File: src/rtl/note_tone_gen.sv
// note_tone_gen
//   Playback stage for the recorder. Turns the replayed one-hot note code into
//   a square wave at the matching C-major pitch (C4..C5) from the 5 MHz clock.
//   Pitch changes and rests are only applied at a waveform edge (terminal
//   count), so the output never carries a truncated half-period.
//
// Ports
//   clk_5MHz   in   system clock, 5 MHz
//   resetn     in   asynchronous, active-low reset
//   play_en    in   1 = accept notes, 0 = force rest
//   note_in    in   [7:0] one-hot note, bit0 = C4 .. bit7 = C5, 0 = rest
//   octave_up  in   (TONE_OCTAVE_EN only) 1 = halve the half-period
//   audio_out  out  square wave
//   playing    out  1 while in PLAY
//   cur_note   out  [2:0] index of the sounding note, 0 when idle
//
// Build option
//   TONE_OCTAVE_EN : adds octave_up; reload becomes table[idx] >> 1 when set.
module note_tone_gen #(
    parameter int CNT_W = 14
) (
    input  logic       clk_5MHz,
    input  logic       resetn,
    input  logic       play_en,
    input  logic [7:0] note_in,
`ifdef TONE_OCTAVE_EN
    input  logic       octave_up,
`endif
    output logic       audio_out,
    output logic       playing,
    output logic [2:0] cur_note
);

    typedef enum logic {IDLE, PLAY} state_t;

    state_t             state, state_n;
    logic [CNT_W-1:0]   cnt, cnt_n;
    logic               audio_n;
    logic [2:0]         cur_n;
    logic [7:0]         note_q;
    logic [2:0]         pend_idx;
    logic               pend_rest;
    logic [CNT_W-1:0]   half_per;
    logic [CNT_W-1:0]   reload;

    // Half-period in 5 MHz cycles for C4 D4 E4 F4 G4 A4 B4 C5.
    function automatic logic [CNT_W-1:0] half_period(input logic [2:0] idx);
        case (idx)
            3'd0:    half_period = CNT_W'(9555);
            3'd1:    half_period = CNT_W'(8513);
            3'd2:    half_period = CNT_W'(7584);
            3'd3:    half_period = CNT_W'(7159);
            3'd4:    half_period = CNT_W'(6378);
            3'd5:    half_period = CNT_W'(5682);
            3'd6:    half_period = CNT_W'(5062);
            default: half_period = CNT_W'(4778);
        endcase
    endfunction

    // Decode straight from note_q so a note reaches audio_out two edges after
    // it appears on note_in. Lowest set bit wins: scan high to low so the
    // last hit (the lowest bit) sticks.
    always_comb begin
        pend_rest = (note_q == 8'd0);
        pend_idx  = 3'd0;
        for (int i = 7; i >= 0; i--) begin
            if (note_q[i]) pend_idx = i[2:0];
        end
    end

    always_comb begin
        half_per = half_period(pend_idx);
`ifdef TONE_OCTAVE_EN
        reload = octave_up ? (half_per >> 1) : half_per;
`else
        reload = half_per;
`endif
    end

    always_comb begin
        state_n = state;
        cnt_n   = cnt;
        audio_n = audio_out;
        cur_n   = cur_note;
        case (state)
            IDLE: begin
                audio_n = 1'b0;
                cur_n   = 3'd0;
                if (!pend_rest) begin
                    state_n = PLAY;
                    audio_n = 1'b1;
                    // Loaded value counts down to 0 inclusive: table[idx] cycles.
                    cnt_n   = reload - CNT_W'(1);
                    cur_n   = pend_idx;
                end
            end
            PLAY: begin
                if (cnt != '0) begin
                    cnt_n = cnt - CNT_W'(1);
                end else if (pend_rest) begin
                    // Rest lands on a half-period boundary, never mid-pulse.
                    state_n = IDLE;
                    audio_n = 1'b0;
                    cur_n   = 3'd0;
                    cnt_n   = '0;
                end else begin
                    audio_n = ~audio_out;
                    cnt_n   = reload - CNT_W'(1);
                    cur_n   = pend_idx;
                end
            end
            default: state_n = IDLE;
        endcase
    end

    always_ff @(posedge clk_5MHz or negedge resetn) begin
        if (!resetn) begin
            state     <= IDLE;
            cnt       <= '0;
            audio_out <= 1'b0;
            cur_note  <= 3'd0;
            note_q    <= 8'd0;
        end else begin
            state     <= state_n;
            cnt       <= cnt_n;
            audio_out <= audio_n;
            cur_note  <= cur_n;
            note_q    <= play_en ? note_in : 8'd0;
        end
    end

    // Decoded from the state register so reset clears it with no clock edge.
    assign playing = (state == PLAY);

endmodule

File: config.mk
export PLATFORM = sky130hd
export DESIGN_NAME = note_tone_gen
export DESIGN_NICKNAME = d
export VERILOG_FILES = /design/src/rtl/note_tone_gen.sv
export SDC_FILE = /design/constraint.sdc
export NUM_CORES = 1
export LEC_CHECK = 0
export ABC_CLOCK_PERIOD_IN_PS = 3000
export BUFFER_PORTS_ARGS = -buffer_cell sky130_fd_sc_hd__buf_2
export CORE_UTILIZATION = 45
export DETAILED_ROUTE_END_ITERATION = 12
export SLEW_MARGIN = 5
export SYNTH_ARGS = -nofsm -noshare
export SYNTH_HDL_FRONTEND = slang
export SYNTH_SLANG_ARGS = --single-unit
File: constraint.sdc
create_clock -name clk_5MHz -period 3 [get_ports clk_5MHz]
set_input_delay 0.6 -clock clk_5MHz [delete_from_list [all_inputs] [get_ports clk_5MHz]]
set_output_delay 0.6 -clock clk_5MHz [all_outputs]
set_load 0.05 [all_outputs]
==> results.cfg <==
[outcome]
status = complete, no violations

[critical_path]
cp-end-kind = flop
crit_fanout = 6
worstReg2RegEnd = cnt[6]
required_ns = 3.24
rr_worst_depth = 10
arrival_ns = 2.95
crit_type = flop to flop
critPathLaunchType = flop
rrSetupSlack_ns = 0.28
r2r-start = note_q[6]

[timing]
relSlewSlack_pct = 60.6
final_max_slew_viol_count = 0
tightest_slew_ns = 0.592
finalSetupViolCount = 0
finClkSkew_ns = 0.0176
finalSetupTns_ns = 0
rsz0062_at_grt = false
fin_crit_sh_pct = 90.6
min_period_ns = 2.72
timing.fmax_mhz = 368
hold_viol = 0

[route]
drt_pass1_iterations = 4
wl_um = 3550
detail_route.wl_per_cell_um = 14.9
via_per_inst = 5.78
ant_nets = 0
dr_total_vias = 1376
drt_iter0_drc = 85
drc_errors = 0

[yosys]
syn_inst = 172
async_flop_share_pct = 100
netlist_area_um2 = 1600
avgSynthCellArea_um2 = 9.31
synth.distinct_cells = 48
synth_top_cell_by_area = dfrtp_1
yosys-top-cells-area = dfrtp_1, o21ai_0, nand2_1, nor2_1, and2_1
synth_top_flop_cell = dfrtp_1
synth_top_area_share_pct = 42.2
synth_nets = 185
postSynthRegisterBits = 27
synth_edf_count = 0
synth_warnings = 0
yosysSeqAreaShare_pct = 42.2

[power_and_ir_drop]
cellPowerDensity_nw_per_um2 = 627
power_leakage_nw = 0.741
max-vdd-ir-drop_mv = 0.357

[global_route]
grt-busiest-layer = met2
grt_pass1_wl_um = 5890
grt-ovfl-total = 0
met1_usage_pct = 27.6
antenna_found_initial = 0
grt_max_degree = 28
met2_usage_pct = 38.1
met3_usage_pct = 3.99
gr-usage-all-layers_pct = 21.4
grt_pass1_vias = 1281

[clock_tree]
cts_buffers = 3
h-tree-depth = 1
insertion_delay_ns = 0.33
cts_buffer_depth = 2
hold_buffers = 0
cts.clk_slew.worst_paths_ns = 0.15
cts_sinks = 27
cts_tree = done
root_buffer = clkbuf_4

[floorplan]
io_pins = 16
die_y_um = 61.7
start_util_pct = 47.6
die_w_um = 61.7
dieArea_um2 = 3800
core-area_um2 = 3360
row_count = 21

[placed_design]
port_buffers = 15
gp_congestion = 0.864
dpl.hpwl_um = 2760
place_inst = 231

[flow_run]
cap_violations = 0

[cells_and_area]
diodes = 0
nets = 206
fillerInstances = 343
area_growth_syn_to_layout_pct = 11.0
seq_area_um2 = 676
multi_input_area_um2 = 880
drive_gt1_share_pct = 17.7
fin_cells = 238

[hold_path]
worstHoldPathType = input pin to async pin
[routing by layer]
layer  part of all wire, %  wire, um  vias up
met5                     0         0        -
met4                  0.54        19        0
met3                   3.9       138        2
met2                    51      1800       31
met1                    45      1590      666
li1                      -         -      677
[flip-flops by register name, indices dropped and copies added, names as in the netlist]
register / count
cnt: 14
audio_out: 1
playing: 1
cur_note: 3
note_q: 8
[worst max-delay path: stages (launching register included)]
cell and delay [ns]:
dfrtp_1 0.43, or2b_1 0.27, a221oi_4 0.36, nor2_1 0.09, or2_2 0.29, a21oi_1 0.16
ha_1 0.29, nor2_2 0.06, a211oi_1 0.23, o21ai_1 0.10, a221o_1 0.35
[report_power, final]
group	switching (mW)	total [mW]	internal, mW	leakage, nW
registers	0.118	0.586	0.467	0.328
logic	0.205	0.373	0.168	0.398
clock network	0.104	0.156	0.0521	0.0150
[cell type report]
| class | count | area share [%] |
|---|---|---|
| clock buffers | 4 | 1.48 |
| inverters | 3 | 0.633 |
| multi-input cells | 136 | 49.5 |
| flip-flops and latches | 27 | 38.0 |
| well taps | 46 | 3.24 |
| repair buffers | 22 | 7.18 |
[cells in the mapped netlist (2+ instances only)]
cell type,count
nand2_1,20
o21ai_0,17
a221o_1,3
o21bai_1,2
or4_1,2
nor4_4,2
or3_1,2
nor2_1,16
nor3_1,7
or2_2,2
clkbuf_1,3
xnor2_1,3
o221ai_1,2
ha_1,2
o31a_1,2
o32ai_1,2
and2_1,9
nand3_1,2
inv_1,3
a22o_1,2
o311ai_0,2
o41ai_1,2
dfrtp_1,27
o31ai_1,2
nor2b_1,3
a21oi_1,9
or2b_1,2
a31oi_1,2
[per-stage QoR]
step                worst slack (ns)  power (mW)  area [um^2]  hold WS [ns]  utilization, %
floorplan                      0.401       0.855         1600         0.304               -
global placement               0.274       0.941         1730         0.459            51.4
detailed placement             0.171       0.960         1730         0.474            51.4
CTS                            0.176        1.11         1760         0.265            52.2
global route                   0.101        1.21         1780         0.280            52.9
finish                         0.283        1.11         1780         0.245            52.9
[what timing repair did]
action / in CTS / in global routing
endpoints found under the setup margin: 0 / 1
resized for setup: 0 / 0
buffers inserted: 0 / 3
[logic make-up after synthesis]
family / Yosys count / share of synthesized area, %
AOI/OAI and AO/OA: 58 / 26.6
xor gates and xnor gates: 3 / 1.64
adders and majority gates: 2 / 1.56
buffers and inverters: 9 / 2.89
DFF: 27 / 42.2
and+or+nand+nor: 73 / 25.1
[layout by cell type, fill, tap and decap left out, types with 3 or more instances in the layout]
cell / synthesis / layout
a21oi_1: 9 / 9
nor2b_1: 3 / 3
dfrtp_1: 27 / 27
nor2_1: 16 / 16
xnor2_1: 3 / 3
buf_2: 1 / 15
a221o_1: 3 / 3
nor3_1: 7 / 7
and2_1: 9 / 9
clkbuf_4: 0 / 3
nand2_1: 20 / 20
o21ai_0: 17 / 17
buf_4: 1 / 7
inv_1: 3 / 3
[how the worst max path moves through the flow]
| stage | from | end | slack, ns | depth (start not counted) |
|---|---|---|---|---|
| 3_3_place_gp | note_q[6] | cnt[6] | 0.27 | 10 |
| 2_1_floorplan | note_q[6] | cnt[6] | 0.40 | 10 |
| 4_1_cts | note_q[6] | cnt[6] | 0.18 | 10 |
| 5_1_grt | note_q[7] | cnt[6] | 0.10 | 10 |
| 3_5_place_dp | note_q[6] | cnt[6] | 0.17 | 10 |
| 6_report | note_q[6] | cnt[6] | 0.28 | 10 |
Note: power is estimated with default switching activity, not from simulation.
